## src/rtl/ckg_ctrl.sv

```systemverilog
// rtl/ckg_ctrl.sv - per-channel clock-gate enable controller with round-robin wake scheduler
module ckg_ctrl #(
  parameter int NCH      = 4,
  parameter int IDLE_W   = 8,
  parameter int WAKE_CYC = 2
) (
  input  logic              CK,
  input  logic              RDN,
  input  logic [NCH-1:0]    req,
  input  logic [NCH-1:0]    ch_en,
  input  logic [IDLE_W-1:0] idle_thr,
  input  logic              force_on,
  output logic [NCH-1:0]    gate_en,
  output logic [NCH-1:0]    ack,
  output logic              waking
);

  localparam int RRW = (NCH > 1) ? $clog2(NCH) : 1;

  typedef enum logic [1:0] {ST_OFF, ST_WAKE, ST_ON, ST_HOLD} state_t;

  state_t            state_q  [NCH];
  logic [3:0]        wake_cnt [NCH];
  logic [IDLE_W-1:0] idle_cnt [NCH];
  logic [NCH-1:0]    gate_q;
  logic [NCH-1:0]    ack_q;
  logic [RRW-1:0]    rr;

  logic [NCH-1:0]    elig;
  logic [NCH-1:0]    grant;
  logic              grant_vld;
  logic [RRW-1:0]    grant_idx;
  logic [NCH-1:0]    wake_nxt;

  // Channel index arithmetic modulo NCH, used for the rotating search and pointer update.
  function automatic logic [RRW-1:0] wrap_idx(input int v);
    return RRW'(v % NCH);
  endfunction

  // A channel may be woken only from OFF, with its request up and its mask open.
  always_comb begin
    elig = '0;
    for (int c = 0; c < NCH; c++) begin
      elig[c] = req[c] & ch_en[c] & (state_q[c] == ST_OFF);
    end
  end

  // Round-robin pick of at most one eligible channel, searching upward from rr.
  always_comb begin
    grant     = '0;
    grant_vld = 1'b0;
    grant_idx = '0;
    for (int i = 0; i < NCH; i++) begin
      if (!grant_vld && elig[wrap_idx(int'(rr) + i)]) begin
        grant_vld = 1'b1;
        grant_idx = wrap_idx(int'(rr) + i);
      end
    end
    if (grant_vld) begin
      grant[grant_idx] = 1'b1;
    end
  end

  // Which channels will sit in WAKE after this edge; feeds the registered waking flag.
  always_comb begin
    wake_nxt = '0;
    for (int c = 0; c < NCH; c++) begin
      wake_nxt[c] = ch_en[c] &
                    (((state_q[c] == ST_OFF) & grant[c]) |
                     ((state_q[c] == ST_WAKE) & (wake_cnt[c] != 4'd1)));
    end
  end

  // Per-channel FSMs, counters, scheduler pointer and registered outputs.
  always_ff @(posedge CK or negedge RDN) begin
    if (!RDN) begin
      for (int c = 0; c < NCH; c++) begin
        state_q[c]  <= ST_OFF;
        wake_cnt[c] <= '0;
        idle_cnt[c] <= '0;
      end
      gate_q <= '0;
      ack_q  <= '0;
      rr     <= '0;
      waking <= 1'b0;
    end else begin
      waking <= |wake_nxt;
      if (grant_vld) begin
        rr <= wrap_idx(int'(grant_idx) + 1);
      end
      for (int c = 0; c < NCH; c++) begin
        if (!ch_en[c]) begin
          // Mask wins over everything, including an in-flight wake.
          state_q[c]  <= ST_OFF;
          wake_cnt[c] <= '0;
          idle_cnt[c] <= '0;
          gate_q[c]   <= 1'b0;
          ack_q[c]    <= 1'b0;
        end else begin
          case (state_q[c])
            ST_OFF: begin
              if (grant[c]) begin
                state_q[c]  <= ST_WAKE;
                wake_cnt[c] <= 4'(WAKE_CYC);
                gate_q[c]   <= 1'b1;
              end
            end
            ST_WAKE: begin
              // A dropped request does not abort; the channel settles and then idles out.
              wake_cnt[c] <= wake_cnt[c] - 4'd1;
              if (wake_cnt[c] == 4'd1) begin
                state_q[c] <= ST_ON;
                ack_q[c]   <= 1'b1;
              end
            end
            ST_ON: begin
              if (!req[c]) begin
                state_q[c]  <= ST_HOLD;
                idle_cnt[c] <= '0;
              end
            end
            ST_HOLD: begin
              if (req[c]) begin
                state_q[c] <= ST_ON;
              end else if (idle_cnt[c] == idle_thr) begin
                state_q[c] <= ST_OFF;
                gate_q[c]  <= 1'b0;
                ack_q[c]   <= 1'b0;
              end else begin
                idle_cnt[c] <= idle_cnt[c] + 1'b1;
              end
            end
            default: begin
              state_q[c] <= ST_OFF;
              gate_q[c]  <= 1'b0;
              ack_q[c]   <= 1'b0;
            end
          endcase
        end
      end
    end
  end

  assign gate_en = gate_q | {NCH{force_on}};
  assign ack     = ack_q;

endmodule

```

## config.mk

```make
export PLATFORM = sky130hd
export DESIGN_NAME = ckg_ctrl
export DESIGN_NICKNAME = d
export VERILOG_FILES = /design/src/rtl/ckg_ctrl.sv
export SDC_FILE = /design/constraint.sdc
export NUM_CORES = 1
export LEC_CHECK = 0
export BUFFER_PORTS_ARGS = -buffer_cell sky130_fd_sc_hd__buf_4
export CORE_UTILIZATION = 55
export DETAILED_ROUTE_END_ITERATION = 8
export PLACE_DENSITY = 0.73
export SETUP_SLACK_MARGIN = 0.1
export SYNTH_ARGS = -nofsm -noshare
export SYNTH_HDL_FRONTEND = slang
export SYNTH_SLANG_ARGS = --single-unit
```

## constraint.sdc

```tcl
create_clock -name CK -period 6.8 [get_ports CK]
set_input_delay 1.02 -clock CK [delete_from_list [all_inputs] [get_ports CK]]
set_output_delay 1.02 -clock CK [all_outputs]
set_load 0.05 [all_outputs]
```

# Yosys cells after proc, flatten, opt, wreduce, memory -nomap -nowiden
# Index checks and enable logic that the tools add are counted.
[word_totals]
ff_bits = 67
wordCells = 276
input_bits = 19
[op_classes]
n_mux = 111
magnitude_cmp = 6
n_reduce_logical = 32
n_eq_ne = 68
bitwise = 25
add_sub_neg = 12
[ops]
columns = ["operator", "count"]
rows = [
  ["$mux 8", 16],
  ["$pmux 8 s2", 4],
  ["$reduce_and 4->1", 16],
  ["$ne 3x3->1 const B", 20],
  ["$mux 2", 28],
  ["$ne 3x1->1 const B", 16],
  ["$mux 4", 9],
  ["$mux 1", 33],
  ["$add 8x1->8 const B", 4],
  ["$eq 8x8->1", 4],
  ["$pmux 2 s4", 4],
  ["$pmux 4 s2", 4],
  ["$and 1x1->1", 20],
  ["$eq 2x2->1 const B", 8],
  ["$eq 4x1->1 const B", 4],
  ["$ne 4x1->1 const B", 4],
  ["$ne 4x4->1 const B", 4],
  ["$pmux 1 s2", 8],
  ["$sub 4x1->4 const B", 4],
  ["$lt 2x3->1 const B", 5],
  ["$ne 3x2->1 const B", 4],
  ["$bmux 1 s2", 4],
  ["$eq 2x1->1 const B", 4],
  ["$logic_not 2->1", 4],
  ["10 further kinds", 23],
]

# Logic depth before layout (Yosys ltp)
# Gate-level depths: netlist of run 1.
[depth]
ltp_word = 23
depth_mapped = 12
mapped_depth_nobuf = 11

# Worst setup path after synthesis of run 1
# No wires, ideal clock.
[synth_timing]
path_type = "input to register"
startpoint = "input ch_en[2]"
endpoint = "register gate_q[0]"
setup_ns = 0.094
required_ns = 6.706
cell_stages = 10
setup_slack_ns = 4.007
arrival_ns = 2.699
cell_sequence = "clkbuf_2 -> nand4bb_1 -> buf_6 -> o221ai_1 -> o21ai_0 -> nand2_1 -> ha_1 -> o21ai_2 -> or4_4 -> a221oi_2"
[synth_between]
elab_chain_len = 21
elab_cells_between_ends = 32
[synth_rtl]
columns = ["item", "line_no", "source"]
rows = [
  ["start, declared", "10", "input logic [NCH-1:0] ch_en,"],
  ["$and 1x1->1 * (2 in series)", "44", "elig[c] = req[c] & ch_en[c] & (state_q[c] == ST_OFF);"],
  ["$bmux 1 s2", "54", "if (!grant_vld && elig[wrap_idx(int'(rr) + i)]) begin"],
  ["$mux 1 (implied by the code)", "54", ""],
  ["$mux 1", "54", ""],
  ["$logic_not 1->1", "54", ""],
  ["$logic_and 1x1->1", "54", ""],
  ["$mux 1", "54", ""],
  ["$logic_not 1->1", "54", ""],
  ["[... 4 more ...]", "--", ""],
  ["$mux 2", "54", ""],
  ["$lt 2x3->1 (implied by the code) or $ge 2x1->1 (tied branches)", "60", "grant[grant_idx] = 1'b1;"],
  ["$logic_and 1x1->1 (implied by the code)", "60", ""],
  ["$mux 1 (implied by the code)", "60", ""],
  ["$demux 1 s2", "60", ""],
  ["$mux 4 *", "59", "if (grant_vld) begin"],
  ["$ne 3x3->1 (no line) *", "--", ""],
  ["$reduce_and 4->1 (no line) *", "--", ""],
  ["end signal, assigned", "82", "gate_q <= '0;"],
  ["end signal, assigned by index", "97", "gate_q[c] <= 1'b0;"],
  ["end signal, assigned by index", "105", "gate_q[c] <= 1'b1;"],
  ["end, declared", "25", "logic [NCH-1:0] gate_q;"],
]
# Mark *: on every way between the ends. The rest lies on a longest branch, timed or not. The select of a mux whose other input is x is not followed.
# A chain may end at the register's enable or synchronous reset.

# Worst setup path after layout of run 1
[layout_timing]
startpoint = "input ch_en[0]"
endpoint = "register gate_q[0]"
[layout_between]
elab_chain_len = 21
elab_cells_between_ends = 36
[layout_rtl]
columns = ["item", "line_no"]
rows = [
  ["$and 1x1->1 (2 in series)", "44"],
  ["$bmux 1 s2", "54"],
  ["$mux 1 (implied by the code)", "54"],
  ["$mux 1", "54"],
  ["$logic_not 1->1", "54"],
  ["$logic_and 1x1->1", "54"],
  ["$mux 1", "54"],
  ["$logic_not 1->1", "54"],
  ["[... 4 more ...]", "--"],
  ["$mux 2", "54"],
  ["$lt 2x3->1 (implied by the code) or $ge 2x1->1 (tied branches)", "60"],
  ["$logic_and 1x1->1 (implied by the code)", "60"],
  ["$mux 1 (implied by the code)", "60"],
  ["$demux 1 s2", "60"],
  ["$mux 4", "59"],
  ["$ne 3x3->1 (no line)", "--"],
  ["$reduce_and 4->1 (no line)", "--"],
]
# Several ways; a longest one is shown, not always the timed one. The select of a mux whose other input is x is not followed.

==> impl_metrics.py, run 1 <==
metrics = {
    "synthesis": {
        "synth_top_family_by_area": "simple AND/OR/NAND/NOR gates",
        "syn_inst": 500,
        "synth_xor_area_share_pct": 6.31,
        "muxShareOfSynthArea_pct": 2.11,
        "ys.flop_type": "dfrtp_1",
        "yosysMostFrequentCell": "dfrtp_1",
        "synth_top_area_share_pct": 37.8,
        "yosysTopAreaCell": "dfrtp_1",
        "synthTopCellsByArea": "dfrtp_1 38%, ha_1 4.5%, o21ai_0 4.4%, nor2_1 3.6%, nand3_1 3.2%",
        "syn_area_um2": 4440,
        "ys_warn_count": 0,
        "synth-seq-cells": 67,
        "yosysUniqueCellTypes": 69,
        "syn-num-nets": 535,
        "synth_edf_count": 0,
        "synth_common_cells": "67 x dfrtp_1, 43 x nor2_1, 39 x o21ai_0",
        "syn_avg_cell_area_um2": 8.88,
        "yosysSeqAreaShare_pct": 37.8,
        "postSynth.asyncResetShare_pct": 100,
        "synth-simple-area-share_pct": 23.3,
        "synth_compound_area_share_pct": 21.2,
        "synthAdderAreaFrac_pct": 4.51,
    },
    "detailed_routing": {
        "num_vias": 3808,
        "detail_route.vias_per_cell": 6.08,
        "first_iter_violations": 215,
        "first_pass_iters": 5,
        "ant_nets": 0,
        "post_drt_wl_per_cell_um": 16.4,
        "drc": 0,
        "routed_wl_um": 10300,
    },
    "global_routing": {
        "overflow": 0,
        "grtUsageTotal_pct": 25.9,
        "antenna_found_initial": 0,
        "grt_max_degree": 68,
        "grt_pass1_wl_um": 17100,
        "grt_pass1_vias": 3530,
    },
    "timing": {
        "fmax_mhz": 343,
        "setup_viol": 0,
        "relSlewSlack_pct": 43.1,
        "slew_violations": 0,
        "skew_ns": 0.00591,
        "final_hold_viol_count": 0,
        "finalSetupTns_ns": 0,
        "timing.final.crit_period_ns": 2.92,
        "tightest_slew_ns": 0.853,
        "fin_crit_sh_pct": 42.9,
        "grt_setup_unrepaired": "no",
        "hold_ws_ns": 0.511,
    },
    "critical_path": {
        "cp_slowest_cell": "or4_4",
        "crit_family": "compound AO/OA/AOI/OAI gates",
        "cp-end-kind": "flop",
        "cp_data_required_time_ns": 7.07,
        "crit_type": "in2reg",
        "slowest_delay_ns": 0.43,
        "crit_buf_inv": 2,
        "start_kind": "input pin",
        "cp_max_fo": 15,
        "path_cells": "buf_4, nand4bb_1, o21ai_0, a21oi_1, o22a_1, inv_1, ha_1, o21ai_2, or4_4, a221oi_2",
        "crit_arrival_ns": 3.18,
    },
    "clocking": {
        "ctsHoldBuffers": 0,
        "clk_pin_slew_ns": 0.08,
        "cts_tree": "yes",
        "cts_buffer_depth": 2,
        "cts-htree-levels": 3,
        "insertion_delay_ns": 0.35,
        "cts_setup_buffers": 0,
        "cts.sinks": 67,
        "post_cts_resized": 0,
        "cts_root_buf": "clkbuf_8",
        "cts_buffers": 9,
    },
    "run_status": {
        "status": "finished, final reports clean",
    },
    "pwr": {
        "p_leak_uw": 0.00212,
        "power.density_nw_per_um2": 230,
        "ir_worst_vdd_v": 0.000189,
    },
    "die": {
        "die_h_um": 91.8,
        "io_pins": 28,
        "fp.dieArea_um2": 8430,
        "initial_utilization_pct": 57.2,
        "row_count": 32,
        "fp.coreArea_um2": 7770,
        "die_w_um": 91.8,
    },
    "placement": {
        "place_congestion": 0.870,
        "placedCellCount": 610,
        "port_buffers": 27,
        "dpl_cell_area_um2": 4660,
        "dpl.hpwl_um": 7320,
    },
    "finish": {
        "syn_to_final_growth_pct": 8.96,
        "final_core_util_pct": 62.3,
        "antennaDiodeCount": 0,
        "fin_nets": 554,
        "finalNonFillerCells": 626,
        "fin_area_um2": 4840,
        "fillerInstances": 707,
        "layout-drive-gt1-share_pct": 12.4,
    },
    "min_path": {
        "hp-class": "reg2reg",
    },
    "run": {
        "cap_viol_max_count": 0,
    },
}
sequential cells by signal, indices dropped and copies added, names as in the netlist:
name and count:
state_q 8, gate_q 4, wake_cnt 16, waking 1, rr 2, idle_cnt 32, ack 4
stage by stage:
stage,power [uW],setup WS [ns]
floorplan,733,4.01
global placement,808,3.61
detailed placement,817,3.53
CTS,1120,3.91
global route,1180,3.64
finish,1110,3.88
worst paths after layout:
kind                                           from                       end  slack [ns]  cells after the start
max in group asynchronous                       RDN  idle_cnt[13]$_DFFE_PN0P_        5.47                      1
min reg2reg                idle_cnt[23]$_DFFE_PN0P_  idle_cnt[23]$_DFFE_PN0P_        0.51                      1
min                        idle_cnt[23]$_DFFE_PN0P_  idle_cnt[23]$_DFFE_PN0P_        0.51                      1
min in group asynchronous                       RDN  idle_cnt[20]$_DFFE_PN0P_        0.77                      1
max reg2reg                  state_q[6]$_DFFE_PN0P_     gate_q[0]$_DFFE_PN0P_        4.10                      9
max                                        ch_en[0]     gate_q[0]$_DFFE_PN0P_        3.88                     10
cells in the final DEF, fill, tap and decap left out, types with 4 or more instances in the layout:
cell	instances
dfrtp_1	67
nor2_1	43
o21ai_0	39
nand2_1	32
inv_1	28
nand3_1	28
buf_4	27
a21oi_1	17
xor2_1	16
xnor2_1	16
ha_1	16
nor3_1	12
and3_1	10
nand4_1	9
clkbuf_8	9
nor2b_1	8
o31ai_1	8
a31oi_1	8
o211ai_1	8
nor3b_1	7
nand2b_1	7
a21o_1	7
or3_1	6
mux2i_1	6
a21boi_0	5
or2_2	4
nand4bb_1	4
a211o_1	4
where the power goes:
part           internal (uW)  total, uW  switching, uW
Combinational            134        318            184
Clock                    134        301            167
Sequential               440        492           52.3
cells by family after synthesis:
family,Yosys count
adder cells (fa/ha/maj),16
flip-flops,67
AND/OR/NAND/NOR,191
AO/OA/AOI/OAI,138
multiplexers,9
buffers and inverters,47
XOR/XNOR,32
metal layers:
| metal | global-route usage [%] | vias up | wire, um |
|---|---|---|---|
| met3 | 4.39 | 25 | 470 |
| li1 | - | 1857 | - |
| met1 | 35.4 | 1826 | 4750 |
| met4 | 12.9 | 0 | 340 |
| met5 | 0 | - | 0 |
| met2 | 39.9 | 100 | 4740 |
worst reg2reg max path, delay by kind of cell (launching register included):
kind | cells | cell delay (ns)
AOI/OAI and AO/OA | 5 | 0.95
adders and majority gates | 1 | 0.18
buffers and inverters | 1 | 0.09
DFF | 1 | 0.50
and+or+nand+nor | 2 | 0.90
final cells by class:
cell class                      instances  area (um^2)  share of cell area [%]
Multi-Input combinational cell        386         2550                    52.7
Tap cell                              102          128                    2.64
Sequential cell                        67         1680                    34.7
Clock buffer                            9          124                    2.56
Inverter                               28          105                    2.17
Timing Repair Buffer                   27          203                    4.19
Clock inverter                          7         53.8                    1.11
No activity file was read; power rests on OpenSTA's default activity.
==> inputs of run 2 (changes only) <==
- ABC_AREA: default -> 1
- PLACE_DENSITY: 0.73 -> 0.76
- clock period: 6.8 -> 2.4 ns (I/O delays scaled with it)
==> run 2 against run 1 <==
Setup slack worse by 3.7 ns. First-iteration DRC count up 7.0%. Critical path depth up 5. Register-to-register slack worse by 3.9 ns.
==> impl_metrics.py, run 2 <==
metrics = {
    "detailed_routing": {
        "first_iter_violations": 230,
        "detail_route.vias_per_cell": 5.38,
        "routed_wl_um": 10800,
        "post_drt_wl_per_cell_um": 13.8,
        "num_vias": 4199,
        "ant_nets": 0,
        "first_pass_iters": 6,
        "drc": 0,
    },
    "critical_path": {
        "cp_data_required_time_ns": 2.65,
        "path_cells": "buf_4, nand3_1, nand3_1, nand2_2, nand2_1, inv_1, nand2_1, nor3_1, a21oi_2, inv_1, ha_2, nand2_4, nand2_4, nand3_2, nor2b_4",
        "timing.reg2reg.setup_slack_ns": 0.16,
        "cp-end-kind": "flop",
        "cp_max_fo": 5,
        "start_kind": "flop",
        "crit_arrival_ns": 2.49,
        "cp_slowest_cell": "dfrtp_2",
        "crit_type": "reg2reg",
        "crit_buf_inv": 3,
        "slowest_delay_ns": 0.45,
        "crit_family": "simple AND/OR/NAND/NOR gates",
    },
    "global_routing": {
        "grt_pass1_wl_um": 18100,
        "antenna_found_initial": 0,
        "grt_pass1_vias": 3893,
        "grt_max_degree": 68,
        "grtUsageTotal_pct": 26.7,
        "overflow": 0,
    },
    "synthesis": {
        "ys.flop_type": "dfrtp_1",
        "yosysSeqAreaShare_pct": 36.0,
        "syn_area_um2": 4660,
        "yosysTopAreaCell": "dfrtp_1",
        "ys_warn_count": 0,
        "synth_top_area_share_pct": 36.0,
        "synthTopCellsByArea": "dfrtp_1 36%, nand2_1 14%, xnor2_1 6.6%, nand3_1 6.4%, inv_1 5.2%",
        "synth_common_cells": "174 x nand2_1, 67 x dfrtp_1, 65 x inv_1",
        "syn_avg_cell_area_um2": 7.32,
        "yosysMostFrequentCell": "nand2_1",
        "syn_inst": 637,
        "syn-num-nets": 672,
        "synth-seq-cells": 67,
        "synth_edf_count": 0,
        "postSynth.asyncResetShare_pct": 100,
        "yosysUniqueCellTypes": 43,
    },
    "finish": {
        "largest_register_ffs": 32,
        "final_core_util_pct": 64.1,
        "regMostFlops": "idle_cnt",
        "layout-drive-gt1-share_pct": 15.5,
        "final_cell_mix": "170 x nand2_1, 65 x inv_1, 64 x dfrtp_1, 59 x nand3_1, 56 x nor2_1",
        "antennaDiodeCount": 0,
        "fin_nets": 708,
        "reg.largest.list": "idle_cnt: 32 flops, wake_cnt: 16 flops, state_q: 8 flops",
        "syn_to_final_growth_pct": 13.0,
        "final_common_cell": "nand2_1",
    },
    "run": {
        "cap_viol_max_count": 0,
    },
    "timing": {
        "skew_ns": 0.00852,
        "timing.final.crit_period_ns": 2.24,
        "tightest_slew_ns": 0.873,
        "grt_setup_unrepaired": "no",
        "final_hold_viol_count": 0,
        "fin_crit_sh_pct": 93.5,
        "finalSetupTns_ns": 0,
        "fmax_mhz": 446,
        "relSlewSlack_pct": 41.8,
        "setup_viol": 0,
        "slew_violations": 0,
    },
    "clocking": {
        "cts_root_buf": "clkbuf_8",
        "cts_tree": "yes",
        "clk_pin_slew_ns": 0.07,
        "insertion_delay_ns": 0.35,
        "cts-htree-levels": 3,
        "cts_buffer_depth": 2,
        "ctsHoldBuffers": 0,
        "cts.sinks": 67,
        "cts_buffers": 9,
    },
    "die": {
        "initial_utilization_pct": 56.7,
        "fp.dieArea_um2": 8850,
        "io_pins": 28,
        "fp.coreArea_um2": 8220,
        "die_h_um": 94.1,
        "row_count": 33,
        "die_w_um": 94.1,
    },
    "placement": {
        "place_congestion": 0.836,
        "port_buffers": 27,
        "dpl.hpwl_um": 7790,
    },
    "pwr": {
        "p_leak_uw": 0.00256,
        "ir_worst_vdd_v": 0.000793,
        "power.density_nw_per_um2": 1120,
    },
    "run_status": {
        "status": "finished, final reports clean",
    },
    "min_path": {
        "hp-class": "in2async",
    },
}
run 2: repair_timing:
item / in CTS / in global routing
gates cloned: 0 / 0
gates resized for setup: 3 / 18
buffers inserted: 0 / 4
pin swaps: 0 / 4
setup endpoints to repair: 4 / 30
run 2: logic make-up after synthesis:
group	Yosys count	synth area share, %
multiplexers	1	0.215
buffers and inverters	87	7.73
XOR/XNOR	47	8.83
AND/OR/NAND/NOR	349	34.2
adder cells (fa/ha/maj)	16	4.30
flip-flops	67	36.0
AO/OA/AOI/OAI	70	8.73
run 2: final timing paths:
path	to	start	cells after the start
max	state_q[3]$_DFFE_PN0P_	rr[0]$_DFFE_PN0P_	15
min	idle_cnt[0]$_DFFE_PN0P_	RDN	1
max reg2reg	state_q[3]$_DFFE_PN0P_	rr[0]$_DFFE_PN0P_	15
min reg2reg	gate_q[2]$_DFFE_PN0P_	gate_q[2]$_DFFE_PN0P_	2
max in group asynchronous	state_q[2]$_DFFE_PN0P_	RDN	1
min in group CK	idle_cnt[23]$_DFFE_PN0P_	ch_en[1]	3
run 2: layout make-up:
| class | instances | area (um^2) |
|---|---|---|
| multi-input combinational | 483 | 2680 |
| inverter | 71 | 269 |
| tap | 105 | 131 |
| sequential | 67 | 1680 |
| clock buffer | 12 | 165 |
| fill | 718 | 2950 |
| clock inverter | 2 | 35.0 |
| timing repair buffer | 41 | 308 |
run 2: layer usage:
metal	GRT usage, %	wire (um)
met3	4.21	358
met4	11.4	248
met2	43.5	5030
met5	0	0
met1	35.1	5120
run 2: power by group:
part	internal [uW]	switching (uW)
sequential	1430	283
clock	552	431
combinational	1200	1990
run 2: per-stage QoR:
step	instance area (um^2)	std cells	power, uW	hold slack (ns)	setup slack, ns
6_report	5270	781	5890	0.0997	0.157
3_5_place_dp	4980	763	4670	0.453	0.0376
3_3_place_gp	4980	763	4600	0.450	0.0635
4_1_cts	5190	777	5700	0.150	0.101
2_1_floorplan	4660	637	3990	0.0644	0.358
5_1_grt	5270	781	6360	0.204	0.0109
run 2: worst register-to-register path: cells and delay by family (launching register included):
| family | cells | cell delay, ns |
|---|---|---|
| buffers and inverters | 3 | 0.35 |
| DFF | 1 | 0.45 |
| and+or+nand+nor | 10 | 1.05 |
| AOI/OAI and AO/OA | 1 | 0.09 |
| adders and majority gates | 1 | 0.22 |
